==> config.mk <==
export PLATFORM = sky130hd
export DESIGN_NAME = exc_ctrl
export DESIGN_NICKNAME = d
export VERILOG_FILES = /design/src/rtl/exc_ctrl.sv
export SDC_FILE = /design/constraint.sdc
export NUM_CORES = 1
export LEC_CHECK = 0
export ABC_AREA = 1
export CORE_MARGIN = 1
export CORE_UTILIZATION = 57
export DETAILED_ROUTE_END_ITERATION = 10
export DONT_BUFFER_PORTS = 1
export GPL_ROUTABILITY_DRIVEN = 0
export GPL_TIMING_DRIVEN = 1
export PLACE_DENSITY = 0.86
export SETUP_SLACK_MARGIN = 0.15
export SYNTH_ARGS = -nofsm -noshare
export SYNTH_HDL_FRONTEND = slang
export SYNTH_SLANG_ARGS = --single-unit
==> constraint.sdc <==
create_clock -name clk -period 4.1 [get_ports clk]
set_input_delay 1.025 -clock clk [delete_from_list [all_inputs] [get_ports clk]]
set_output_delay 1.025 -clock clk [all_outputs]
set_load 0.05 [all_outputs]
==> src/rtl/exc_ctrl.sv <==
// exc_ctrl -- MEM-stage exception / interrupt commit controller.
//
// Picks the highest-priority event raised by the MEM-stage instruction
// (synchronised interrupt, address errors, overflow, syscall, break,
// reserved instruction, ERET), commits at most one per cycle, and then
// holds the pipeline in FLUSH until the front end acknowledges the redirect.
//
// Optional feature: define EXC_DELAYSLOT_EN to add exc_bd_i / exc_bd_o.
// Then EPC is rewound to the branch (pc-4) for events in a delay slot.
//
// Ports:
//   clk, rst        clock, asynchronous active-high reset
//   exc_valid_i     MEM-stage instruction valid
//   exc_pc_i        MEM-stage PC
//   exc_mem_en_i    memory request in flight (blocks interrupts)
//   exc_m_addr_i    data address of the MEM-stage access
//   exc_excs_i      exception flags [0]AdEL_if [1]AdEL_ld [2]AdES [3]Ov
//                   [4]SysC [5]Bp [6]RI [7]ERET
//   exc_epc_i       current CP0 EPC (ERET return target)
//   int_i           raw asynchronous interrupt lines
//   int_mask_i      Status.IM
//   int_ie_i        interrupts globally enabled
//   flush_ack_i     front end accepted the flush target
//   exc_flag_o      commit pulse
//   exc_code_o      ExcCode of the committed event
//   exc_eret_o      commit pulse for ERET
//   exc_epc_o       EPC value for CP0
//   exc_baddr_o     BadVAddr value
//   exc_baddr_we_o  BadVAddr write pulse
//   flush_req_o     flush request
//   flush_pc_o      redirect target
//   stall_o         pipeline hold while the flush is outstanding
//   int_pending_o   synchronised, masked interrupt lines (Cause.IP)
//   exc_bd_i/o      delay-slot flag in / committed (EXC_DELAYSLOT_EN only)
module exc_ctrl #(
  parameter int          NUM_INT     = 6,
  parameter logic [31:0] EXC_VECTOR  = 32'hBFC0_0380,
  parameter int          SYNC_STAGES = 2
) (
  input  logic               clk,
  input  logic               rst,
  input  logic               exc_valid_i,
  input  logic [31:0]        exc_pc_i,
  input  logic               exc_mem_en_i,
  input  logic [31:0]        exc_m_addr_i,
  input  logic [7:0]         exc_excs_i,
  input  logic [31:0]        exc_epc_i,
  input  logic [NUM_INT-1:0] int_i,
  input  logic [NUM_INT-1:0] int_mask_i,
  input  logic               int_ie_i,
  input  logic               flush_ack_i,
`ifdef EXC_DELAYSLOT_EN
  input  logic               exc_bd_i,
  output logic               exc_bd_o,
`endif
  output logic               exc_flag_o,
  output logic [4:0]         exc_code_o,
  output logic               exc_eret_o,
  output logic [31:0]        exc_epc_o,
  output logic [31:0]        exc_baddr_o,
  output logic               exc_baddr_we_o,
  output logic               flush_req_o,
  output logic [31:0]        flush_pc_o,
  output logic               stall_o,
  output logic [NUM_INT-1:0] int_pending_o
);

  typedef enum logic {ST_IDLE, ST_FLUSH} state_t;

  state_t                              r_state;
  logic [SYNC_STAGES-1:0][NUM_INT-1:0] r_sync;
  logic                                r_flag;
  logic [4:0]                          r_code;
  logic                                r_eret;
  logic [31:0]                         r_epc;
  logic [31:0]                         r_baddr;
  logic                                r_baddr_we;
  logic                                r_flush_req;
  logic [31:0]                         r_flush_pc;
  logic                                r_bd;

  logic        w_int_req;
  logic        w_hit;
  logic        w_commit;
  logic [4:0]  w_code;
  logic        w_eret;
  logic        w_baddr_we;
  logic [31:0] w_baddr;
  logic [31:0] w_epc;
  logic        w_bd;

  // Interrupt synchroniser: int_i is asynchronous to clk.
  always_ff @(posedge clk or posedge rst) begin
    if (rst) begin
      r_sync <= '0;
    end else begin
      r_sync[0] <= int_i;
      for (int k = 1; k < SYNC_STAGES; k++) r_sync[k] <= r_sync[k-1];
    end
  end

  assign int_pending_o = r_sync[SYNC_STAGES-1] & int_mask_i;

  // Interrupts are not taken while a memory access is in flight so the
  // access is never replayed after it already had side effects.
  assign w_int_req = (|int_pending_o) & int_ie_i & exc_valid_i & ~exc_mem_en_i;

  // Fixed-priority event selection.
  always_comb begin
    w_hit      = 1'b0;
    w_code     = 5'd0;
    w_eret     = 1'b0;
    w_baddr_we = 1'b0;
    w_baddr    = 32'd0;
    if (w_int_req) begin
      w_hit = 1'b1;
    end else if (exc_excs_i[0]) begin
      w_hit = 1'b1; w_code = 5'd4; w_baddr_we = 1'b1; w_baddr = exc_pc_i;
    end else if (exc_excs_i[1]) begin
      w_hit = 1'b1; w_code = 5'd4; w_baddr_we = 1'b1; w_baddr = exc_m_addr_i;
    end else if (exc_excs_i[2]) begin
      w_hit = 1'b1; w_code = 5'd5; w_baddr_we = 1'b1; w_baddr = exc_m_addr_i;
    end else if (exc_excs_i[3]) begin
      w_hit = 1'b1; w_code = 5'd12;
    end else if (exc_excs_i[4]) begin
      w_hit = 1'b1; w_code = 5'd8;
    end else if (exc_excs_i[5]) begin
      w_hit = 1'b1; w_code = 5'd9;
    end else if (exc_excs_i[6]) begin
      w_hit = 1'b1; w_code = 5'd10;
    end else if (exc_excs_i[7]) begin
      w_hit = 1'b1; w_eret = 1'b1;
    end
  end

  assign w_commit = w_hit & exc_valid_i & (r_state == ST_IDLE);

`ifdef EXC_DELAYSLOT_EN
  // A delay-slot instruction restarts at its branch.
  assign w_bd  = exc_bd_i & ~w_eret;
  assign w_epc = w_bd ? (exc_pc_i - 32'd4) : exc_pc_i;
  assign exc_bd_o = r_bd;
`else
  assign w_bd  = 1'b0;
  assign w_epc = exc_pc_i;
`endif

  // Commit FSM with registered outputs.
  always_ff @(posedge clk or posedge rst) begin
    if (rst) begin
      r_state     <= ST_IDLE;
      r_flag      <= 1'b0;
      r_code      <= 5'd0;
      r_eret      <= 1'b0;
      r_epc       <= 32'd0;
      r_baddr     <= 32'd0;
      r_baddr_we  <= 1'b0;
      r_flush_req <= 1'b0;
      r_flush_pc  <= 32'd0;
      r_bd        <= 1'b0;
    end else begin
      r_flag     <= 1'b0;
      r_eret     <= 1'b0;
      r_baddr_we <= 1'b0;
      case (r_state)
        ST_IDLE: begin
          if (w_commit) begin
            r_state     <= ST_FLUSH;
            r_flag      <= 1'b1;
            r_eret      <= w_eret;
            r_code      <= w_code;
            r_baddr     <= w_baddr;
            r_baddr_we  <= w_baddr_we;
            r_flush_req <= 1'b1;
            r_flush_pc  <= w_eret ? exc_epc_i : EXC_VECTOR;
            r_bd        <= w_bd;
            if (!w_eret) r_epc <= w_epc;
          end
        end
        ST_FLUSH: begin
          // Any event presented alongside the ack is re-evaluated next cycle.
          if (flush_ack_i) begin
            r_state     <= ST_IDLE;
            r_flush_req <= 1'b0;
          end
        end
        default: r_state <= ST_IDLE;
      endcase
    end
  end

  assign exc_flag_o     = r_flag;
  assign exc_code_o     = r_code;
  assign exc_eret_o     = r_eret;
  assign exc_epc_o      = r_epc;
  assign exc_baddr_o    = r_baddr;
  assign exc_baddr_we_o = r_baddr_we;
  assign flush_req_o    = r_flush_req;
  assign flush_pc_o     = r_flush_pc;
  assign stall_o        = (r_state == ST_FLUSH);

endmodule

[Word-level counts from Yosys, hierarchy flattened]
Index checks and enable logic that the tools add are counted.
Word-level totals
  register bits after elaboration: 118
  input port bits: 122
Operators by class
  equality and inequality tests: 2
  muxes and demuxes: 45
  bitwise gates (word level): 9
  reductions and logical operators: 4
Operators with widths (count)
  $mux 32: 5
  $mux 4: 8
  $mux 1: 30
  $and 6x6->6: 1
  $reduce_or 6->1: 1
  $and 1x1->1: 5
  $ne 2x2->1 const B: 2
  $pmux 1 s2: 2
  $reduce_and 2->1: 2
  $not 1->1: 3
  $reduce_and 3->1: 1

[Longest topological paths before layout]
Gate-level depths: netlist (run 1).
  depth in word-level cells: 13
  mapped depth: 11
  depth with buffers taken out: 9

[Least setup slack after synthesis (run 1)]
OpenSTA, ideal clock, no wires.
  path kind: input port to output port
  start: input port int_mask_i[0]
  end: output port int_pending_o[0]
  data arrival time: 1.378 ns
  required time: 3.075 ns
  slack: 1.697 ns
  cell stages on the path: 2
  path buffers: 0
  cell sequence: nand2_1 inv_1
Between the ends
  cells in the longest elaborated chain, start to end: 1
Ends and longest elaborated chain
  start: declaration: RTL line 49  | input logic [NUM_INT-1:0] int_mask_i,
  $and 6x6->6: RTL line 102  | assign int_pending_o = r_sync[SYNC_STAGES-1] & int_mask_i;
  end: declaration: RTL line 65  | output logic [NUM_INT-1:0] int_pending_o
Every way passes these cells.

[Worst setup path after layout (run 1)]
  start: input port exc_excs_i[0]
  end: register r_baddr[20], in the netlist exc_baddr_o[20]
Between the ends
  cells in the longest elaborated chain, start to end: 5
  elaborated cells on any way between the ends: 7
Ends and longest elaborated chain
  start: declaration: RTL line 46  | input logic [7:0] exc_excs_i,
  $mux 1: RTL line 117  | end else if (exc_excs_i[0]) begin
  $mux 1: RTL line 115  | if (w_int_req) begin
  $and 1x1->1 (2 in a row): RTL line 136  | assign w_commit = w_hit & exc_valid_i & (r_state == ST_IDLE);
  $reduce_and 2->1 (no line)
  end signal: assignment: RTL line 172  | r_baddr <= w_baddr;
  end: declaration: RTL line 76  | logic [31:0] r_baddr;
Several ways; a longest one is shown, not always the timed one.
A chain may end at the register's enable or synchronous reset.

==> results of run 1 <==
==> routing by layer <==
layer	routed length (um)	vias to the layer above
li1	-	1949
met1	5100	1951
met2	6310	244
met3	1300	32
met4	378	0
met5	0	-
==> cell families after synthesis <==
| group | count (synthesis) | share of synthesized area |
|---|---|---|
| compound gates | 70 | 0.0677 |
| other cells | 1 | 0.000724 |
| flops | 117 | 0.566 |
| buf+inv | 63 | 0.0648 |
| simple gates | 361 | 0.301 |
==> metrics by stage <==
stage                     setup slack, ps  std cells
final                                1170        710
after global placement                806        680
after CTS                            1180        710
after floorplan                      1650        612
after detailed placement              657        680
after global routing                  928        710
==> layout by cell type (no fill, tap or decap), drive strengths merged <==
cell | Yosys | routed
a21oi | 1 | 1
and3b | 1 | 1
buf | 22 | 7
bufinv | 0 | 2
clkbuf | 25 | 20
clkinv | 0 | 5
clkinvlp | 0 | 4
conb | 1 | 1
dfrtp | 117 | 117
inv | 16 | 15
nand2 | 248 | 248
nand3 | 57 | 57
nand3b | 1 | 1
nand4 | 32 | 32
nor2 | 19 | 19
nor3 | 2 | 2
nor3b | 1 | 1
o21ai | 69 | 69
==> worst min path at each step <==
| stage | startpoint | to | slack [ps] | cells past startpoint |
|---|---|---|---|---|
| global placement | r_sync[0] | r_sync[6] | 330 | 0 |
| CTS | r_sync[3] | r_sync[9] | 350 | 0 |
| floorplan | r_sync[4] | r_sync[10] | 330 | 0 |
| global route | r_sync[5] | r_sync[11] | 350 | 0 |
| detailed placement | r_sync[3] | r_sync[9] | 340 | 0 |
| finish | r_sync[3] | r_sync[9] | 350 | 0 |
==> state kept, by name, indices dropped and copies added (netlist names), 4 cells and up <==
signal / flops
exc_code_o: 4
r_sync: 12
flush_pc_o: 32
exc_baddr_o: 32
exc_epc_o: 32
==> power breakdown <==
| group | internal (W) | switching, W |
|---|---|---|
| logic | 0.000112 | 0.000222 |
| clock network | 0.000883 | 0.000494 |
| registers | 0.00132 | 0.000743 |
==> worst max-delay path, cell delays in order <==
cell and delay (ps):
sky130_fd_sc_hd__inv_4 280, sky130_fd_sc_hd__nand3_4 140, sky130_fd_sc_hd__nor3_2 180, sky130_fd_sc_hd__nand2_2 450, sky130_fd_sc_hd__nand2_4 650, sky130_fd_sc_hd__buf_12 350
sky130_fd_sc_hd__nand2_1 100, sky130_fd_sc_hd__o21ai_1 100
==> area by class of cell <==
cell class                      count  area (um^2)
Clock buffer                       20          445
Multi-Input combinational cell    432         1920
Timing Repair Buffer                7         65.1
Clock inverter                     10          108
Sequential cell                   117         2930
Fill cell                         724         3090
Inverter                           16         66.3
Tap cell                          108          135
==> parameters.txt, run 1 <==
Parameter                              Value

CTS
  Clock Sink Count ... 117
  Post-CTS Hold Fix Bufs ... 0
  Depth of the CTS H-tree ... 4
  Clock transition at path regs ... 60 ps
  Clk Latency, worst-skew pair ... 500 ps
  Maximum clock path buffer count ... 2
  Clock root buffer ... sky130_fd_sc_hd__clkbuf_8
  Post-CTS Setup Repair Bufs ... 0
  Post-CTS resize count ... 0
  CTS tree ... built
  Number of CTS-inserted buffers ... 17

Timing
  RSZ-0062 raised after global routing ... false
  Setup-failing EPs final ... 0
  Maximum clock frequency ... 342 MHz
  Minimum clock period after layout ... 2930 ps
  Final Hold Vio Count ... 0
  Final clock skew ... 7.37 ps
  Worst Max-Slew Pin Slew ... 1120 ps
  Share of the clock period used by the worst path ... 0.714
  Final sum of negative setup slack ... 0 ps
  Hold slack final ... 348 ps
  Max-slew violation count ... 0
  Relative max-transition margin ... 0.251

Critical path
  Reg2Reg Setup Slack ... 1620 ps
  Capture point of the critical path ... exc_baddr_o[20]
  Path type of the worst setup path ... input port to register
  Launching element type of the critical path ... input port
  Required time of the worst setup path ... 4520 ps
  Depth of the worst register-to-register path ... 10
  Arrival time reported for the critical path endpoint ... 3340 ps
  Critical path launch point ... exc_excs_i[0]
  CP endpoint kind ... register
  Maximum net fanout on the critical path ... 80
  End of the worst register-to-register path ... exc_baddr_o[20]
  R2r startpoint ... r_sync[10]

Die
  Initial Util ... 0.591
  I/O pin count ... 234
  Die W ... 97.3 um
  Site row count ... 34
  Die span in y ... 97.3 um
  Die ar. ... 0.00947 mm^2
  Total core area ... 0.00876 mm^2

Power
  Total power density per cell area ... 665 mW/mm^2
  Worst-case vdd ir drop ... 0.303 mV
  PnR Total Power ... 0.00377 W
  Leakage Power ... 2.84 nW

Global routing
  Met2 layer usage reported by global route ... 0.471
  Wire length of the first global-routing pass ... 21000 um
  Global-route usage over all layers ... 0.287
  Via count of the first global-routing pass ... 4227
  Met1 usage in global routing ... 0.341
  Maximum number of pins on one net before global-route repair ... 81
  Number of antenna violations at the first check in global routing ... 0
  Fraction of met3 tracks used by global routing ... 0.0986
  GR peak layer ... met2
  Grt ovf ... 0

Placed design
  Input/output buffers ... 0
  Post-DP HPWL ... 8890 um
  Cell area after placement ... 0.00512 mm^2

Detailed routing
  Final ANT Viol Nets ... 0
  Count of routing violations after the opening detailed-route iteration ... 181
  Overall via count from detail_route ... 4176
  Total wire length after detailed routing ... 13100 um
  DRC violations left ... 0
  Wire length per cell after detailed routing ... 18.4 um
  Number of vias per cell after detailed routing ... 5.88
  Pre-antenna DRT Iters ... 5

Synthesis
  Synth area leaders ... sky130_fd_sc_hd__dfrtp_1, sky130_fd_sc_hd__nand2_1, sky130_fd_sc_hd__o21ai_1, sky130_fd_sc_hd__nand3_1, sky130_fd_sc_hd__nand4_1
  Top-area cell type share of the netlist area ... 0.566
  Synth Instances ... 612
  Most frequently used flop master after synthesis ... sky130_fd_sc_hd__dfrtp_1
  Proportion of synthesized chip area in sequential cells ... 0.566
  Post-Syn Area ... 0.00518 mm^2
  Post-synthesis async set-or-reset flop share ... 1.00
  Cell with the most instances after synthesis ... sky130_fd_sc_hd__nand2_1
  Number of register bits inferred by synthesis ... 117
  Number of warning messages in the yosys log ... 0
  Number of nets in the synthesized netlist ... 734
  Post-synthesis cell type count ... 24
  Area leader, netlist ... sky130_fd_sc_hd__dfrtp_1
  Post-synth top cells ... sky130_fd_sc_hd__nand2_1, sky130_fd_sc_hd__dfrtp_1, sky130_fd_sc_hd__o21ai_1, sky130_fd_sc_hd__nand3_1, sky130_fd_sc_hd__nand4_1
  Number of enable flip-flop cells after synthesis ... 0
  Average instance area after synthesis ... 8.46 um^2

Final layout
  Design Area, Final ... 0.00567 mm^2
  Area overhead of the layout relative to synthesis ... 9.55%
  Post-layout net count ... 713
  Utilization after layout ... 0.647
  Layout cell share with drive strength beyond 1 ... 0.0797
  Count of inserted antenna diode cells ... 0

Run status
  Result of the run ... complete, no violations

Job
  Max Cap Viol ... 0

Hold path
  Min-Delay Path Class ... register to register
No activity file was read; power rests on OpenSTA's default activity.
==> run 2, diff against run 1 <==
Settings changed: CORE_UTILIZATION 57 to 63, PLACE_DENSITY 0.86 to 0.9.
Clock period 4.1 ns to 2.79 ns, I/O delays scaled along.
==> parameters.txt, run 2 (synthesis gave the netlist of run 1 again) <==
Parameter                              Value

Run status
  Result of the run ... complete, no violations

Die
  Initial Util ... 0.660
  Die ar. ... 0.00858 mm^2
  Total core area ... 0.00785 mm^2
  Die span in y ... 92.6 um
  Die W ... 92.6 um
  Site row count ... 32
  I/O pin count ... 234

Global routing
  Grt ovf ... 0
  Wire length of the first global-routing pass ... 20900 um
  Maximum number of pins on one net before global-route repair ... 118
  Global-route usage over all layers ... 0.324
  Via count of the first global-routing pass ... 4278
  Number of antenna violations at the first check in global routing ... 0

CTS
  Clk Latency, worst-skew pair ... 500 ps
  Number of CTS-inserted buffers ... 17
  Clock root buffer ... sky130_fd_sc_hd__clkbuf_8
  CTS tree ... built
  Maximum clock path buffer count ... 2
  Post-CTS Setup Repair Bufs ... 0
  Depth of the CTS H-tree ... 4
  Post-CTS Hold Fix Bufs ... 0
  Clock Sink Count ... 117
  Clock transition at path regs ... 60 ps
  Post-CTS resize count ... 0

Timing
  RSZ-0062 raised after global routing ... false
  Final clock skew ... 14.8 ps
  Share of the clock period used by the worst path ... 0.762
  Final sum of negative setup slack ... 0 ps
  Minimum clock period after layout ... 2130 ps
  Setup-failing EPs final ... 0
  Maximum clock frequency ... 470 MHz
  Relative max-transition margin ... 0.549
  Final Hold Vio Count ... 0
  Final critical-path setup slack ... 663 ps
  Hold slack final ... 204 ps
  Max-slew violation count ... 0
  Worst Max-Slew Pin Slew ... 676 ps

Detailed routing
  DRC violations left ... 0
  Wire length per cell after detailed routing ... 19.2 um
  Pre-antenna DRT Iters ... 5
  Count of routing violations after the opening detailed-route iteration ... 253
  Total wire length after detailed routing ... 13600 um
  Overall via count from detail_route ... 4290
  Number of vias per cell after detailed routing ... 6.03
  Final ANT Viol Nets ... 0

Placed design
  Input/output buffers ... 0
  Placed cell count ... 680
  Post-DP HPWL ... 9150 um
  Cell area after placement ... 0.00518 mm^2
  Worst slack after detailed placement ... 239 ps

Critical path
  Required time of the worst setup path ... 3200 ps
  End of the worst register-to-register path ... exc_baddr_o[20]
  Reg2Reg Setup Slack ... 660 ps
  Arrival time reported for the critical path endpoint ... 2540 ps
  R2r startpoint ... r_sync[10]
  CP endpoint kind ... register
  Path type of the worst setup path ... register to register
  Launching element type of the critical path ... register
  Maximum net fanout on the critical path ... 44
  Depth of the worst register-to-register path ... 10

Final layout
  Area overhead of the layout relative to synthesis ... 10.8%
  Final Non-Filler Cells ... 712
  Design Area, Final ... 0.00574 mm^2
  Most common cell after layout, fill and taps aside ... sky130_fd_sc_hd__nand2_1
  Commonest cells after routing, fill and taps aside ... sky130_fd_sc_hd__nand2_1, sky130_fd_sc_hd__dfrtp_1, sky130_fd_sc_hd__o21ai_1, sky130_fd_sc_hd__nand3_1, sky130_fd_sc_hd__nand4_1
  Number of fill cells in the layout ... 572
  Count of inserted antenna diode cells ... 0
  Post-layout net count ... 719
  Layout cell share with drive strength beyond 1 ... 0.0902

Job
  Max Cap Viol ... 0

Hold path
  Min-Delay Path Class ... input port to async pin

Power
  Worst-case vdd ir drop ... 0.622 mV
  Leakage Power ... 2.87 nW
  Total power density per cell area ... 971 mW/mm^2
-- run 2: final cells by class --
| class | instances | area, um^2 | area share |
|---|---|---|---|
| multi-input combinational | 432 | 1920 | 0.335 |
| clock buffer | 19 | 422 | 0.0735 |
| inverter | 16 | 66.3 | 0.0116 |
| sequential | 117 | 2930 | 0.510 |
| timing repair buffer | 13 | 135 | 0.0236 |
| clock inverter | 13 | 134 | 0.0233 |
| tap | 102 | 128 | 0.0223 |
-- run 2: how the worst max path moves through the flow --
stage / startpoint / endpoint / slack (ps) / cells past startpoint
2_1_floorplan: rst / exc_baddr_o[0] / 670 / 1
3_3_place_gp: exc_excs_i[3] / exc_baddr_o[23] / 370 / 8
3_5_place_dp: exc_excs_i[3] / exc_baddr_o[20] / 240 / 8
4_1_cts: r_sync[8] / exc_baddr_o[20] / 670 / 10
5_1_grt: r_sync[10] / exc_baddr_o[20] / 410 / 10
6_report: r_sync[10] / exc_baddr_o[20] / 660 / 10
-- run 2: stage by stage --
stage / util / power, W
final: 0.731 / 0.00557
after global routing: 0.731 / 0.00577
after CTS: 0.731 / 0.00559
after detailed placement: 0.660 / 0.00358
after global placement: 0.660 / 0.00353
after floorplan: - / 0.00343
-- run 2: power by group --
group	internal [W]	leakage (nW)	switching [W]
sequential	0.00193	1.47	0.00110
combinational	0.000177	1.14	0.000343
clock	0.00126	0.256	0.000758
-- run 2: per-layer routing --
| layer | up-vias | routed length [um] | global-route usage |
|---|---|---|---|
| met5 | - | 0 | 0 |
| met4 | 0 | 432 | 0.147 |
| met3 | 41 | 1460 | 0.113 |
| met2 | 274 | 6930 | 0.565 |
| met1 | 2013 | 4820 | 0.356 |
| li1 | 1962 | - | - |
-- run 2: critical path, cell delays in order (launching register included) --
cell and delay (ps):
sky130_fd_sc_hd__dfrtp_1 380, sky130_fd_sc_hd__nand2_1 80, sky130_fd_sc_hd__nand2_1 50, sky130_fd_sc_hd__nor2_1 90, sky130_fd_sc_hd__nand2_1 70, sky130_fd_sc_hd__nand2_2 110, sky130_fd_sc_hd__nand2_2 240, sky130_fd_sc_hd__nand2_4 480
sky130_fd_sc_hd__buf_4 340, sky130_fd_sc_hd__nand2_1 90, sky130_fd_sc_hd__o21ai_1 110
==> run 3, diff against run 2 <==
Settings changed: CORE_UTILIZATION 63 to 57, PLACE_DENSITY 0.9 to 0.86.
Clock period 2.79 ns to 1.9 ns, I/O delays scaled along.
==> parameters.txt, run 3 (synthesis gave the netlist of run 1 again) <==
Parameter                              Value

Run status
  Result of the run ... complete, no violations

Critical path
  R2r startpoint ... r_sync[9]
  CP endpoint kind ... output port
  Maximum net fanout on the critical path ... 2
  End of the worst register-to-register path ... exc_baddr_o[16]
  Arrival time reported for the critical path endpoint ... 1230 ps
  Path type of the worst setup path ... register to output port
  Launching element type of the critical path ... register
  Required time of the worst setup path ... 1420 ps
  Reg2Reg Setup Slack ... 350 ps
  Depth of the worst register-to-register path ... 10

Final layout
  Area overhead of the layout relative to synthesis ... 15.1%
  Most common cell after layout, fill and taps aside ... sky130_fd_sc_hd__nand2_1
  Count of inserted antenna diode cells ... 0
  Commonest cells after routing, fill and taps aside ... sky130_fd_sc_hd__nand2_1, sky130_fd_sc_hd__dfrtp_1, sky130_fd_sc_hd__o21ai_1, sky130_fd_sc_hd__nand3_1, sky130_fd_sc_hd__nand4_1
  Number of fill cells in the layout ... 675
  Layout cell share with drive strength beyond 1 ... 0.103
  Utilization after layout ... 0.680
  Post-layout net count ... 731

Die
  Initial Util ... 0.591
  Die W ... 97.3 um
  Die ar. ... 0.00947 mm^2
  I/O pin count ... 234
  Die span in y ... 97.3 um
  Site row count ... 34
  Total core area ... 0.00876 mm^2

Detailed routing
  Wire length per cell after detailed routing ... 18.4 um
  Total wire length after detailed routing ... 13400 um
  Overall via count from detail_route ... 4290
  Number of vias per cell after detailed routing ... 5.88
  Count of routing violations after the opening detailed-route iteration ... 198
  Pre-antenna DRT Iters ... 5
  DRC violations left ... 0
  Final ANT Viol Nets ... 0

Global routing
  Global-route usage over all layers ... 0.290
  Via count of the first global-routing pass ... 4301
  Grt ovf ... 0
  Number of antenna violations at the first check in global routing ... 0
  Wire length of the first global-routing pass ... 21400 um
  Maximum number of pins on one net before global-route repair ... 118

Power
  Internal power ... 0.00542 W
  PnR Total Power ... 0.00864 W
  Total power density per cell area ... 1450 mW/mm^2
  Sequential share of power ... 0.513
  Clock network fraction of total power ... 0.395
  Switching power ... 0.00322 W
  Proportion of total power due to net switching ... 0.372
  Worst-case vdd ir drop ... 0.857 mV
  Leakage Power ... 2.98 nW
  Part of the total power dissipated in combinational logic ... 0.092

Timing
  Final sum of negative setup slack ... 0 ps
  Relative max-transition margin ... 0.602
  Max-slew violation count ... 0
  Minimum clock period after layout ... 1710 ps
  RSZ-0062 raised after global routing ... false
  Final Hold Vio Count ... 0
  Setup-failing EPs final ... 0
  Maximum clock frequency ... 585 MHz
  Final clock skew ... 13.4 ps
  Share of the clock period used by the worst path ... 0.899
  Worst Max-Slew Pin Slew ... 597 ps
  Final critical-path setup slack ... 192 ps

CTS
  Depth of the CTS H-tree ... 4
  CTS tree ... built
  Post-CTS Setup Repair Bufs ... 0
  Clk Latency, worst-skew pair ... 490 ps
  Maximum clock path buffer count ... 2
  Clock Sink Count ... 117
  Number of CTS-inserted buffers ... 17
  Clock root buffer ... sky130_fd_sc_hd__clkbuf_8
  Clock transition at path regs ... 60 ps

Job
  Max Cap Viol ... 0

Placed design
  Worst slack after detailed placement ... 132 ps
  Post-DP HPWL ... 9080 um
  Input/output buffers ... 0

Hold path
  Min-Delay Path Class ... input port to async pin
==> run 3: cell types whose count changed in the layout (fill, tap and decap cells not counted), sizes merged <==
cell,delta
clkinvlp,-4
bufinv,+3
dlygate4sd3,+6
clkinv,+2
inv,-1
buf,+6
==> run 3: critical path, cell delays in order, from the launching register on <==
cell                      delay (ps)
sky130_fd_sc_hd__dfrtp_1         340
sky130_fd_sc_hd__nand2_1          80
sky130_fd_sc_hd__inv_1           330
==> run 3: how the worst max path moves through the flow <==
stage | slack (ps) | end | depth (start not counted) | from
after floorplan | -2 | exc_baddr_o[0] | 1 | rst
after global placement | 200 | exc_baddr_o[30] | 8 | exc_excs_i[3]
after detailed placement | 130 | exc_baddr_o[16] | 8 | exc_excs_i[3]
after CTS | 170 | int_pending_o[1] | 2 | r_sync[7]
after global routing | 150 | int_pending_o[1] | 2 | r_sync[7]
final | 190 | int_pending_o[1] | 2 | r_sync[7]
==> run 3: layout make-up <==
cell class | count | area (um^2) | share of cell area
clock inverter | 13 | 204 | 0.0342
clock buffer | 19 | 432 | 0.0724
tap | 108 | 135 | 0.0227
inverter | 16 | 70.1 | 0.0118
timing repair buffer | 25 | 265 | 0.0445
sequential | 117 | 2930 | 0.491
multi-input combinational | 432 | 1930 | 0.323
==> run 3: power by group through the flow <==
stage | Combinational, W | Clock (W) | Sequential, W
after floorplan | 0.000655 | 0 | 0.00438
after global placement | 0.000749 | 0 | 0.00446
after detailed placement | 0.000791 | 0 | 0.00447
after CTS | 0.000802 | 0.00347 | 0.00443
after global routing | 0.000921 | 0.00358 | 0.00447
final | 0.000797 | 0.00341 | 0.00443
==> run 3: layer usage <==
metal  vias up  track usage  part of all wire
met2       281        0.488              0.50
li1       1992            -                 -
met5         -            0                 0
met4         0        0.145             0.026
met3        28       0.0928              0.12
met1      1989        0.333              0.36
==> run 3: metrics by stage <==
step	instances	cell area (um^2)	hold slack, ps
finish	730	5960	28.0
global route	730	5960	76.6
CTS	730	5950	45.7
detailed placement	692	5260	335
global placement	692	5260	333
floorplan	612	5180	331
==> run 3: what timing repair did <==
| action | 4_1_cts | 5_1_grt |
|---|---|---|
| resized for setup | 0 | 2 |
| setup endpoints to repair | 0 | 1 |
| hold endpoints to repair | 6 | 0 |
| hold buffers | 6 | 0 |
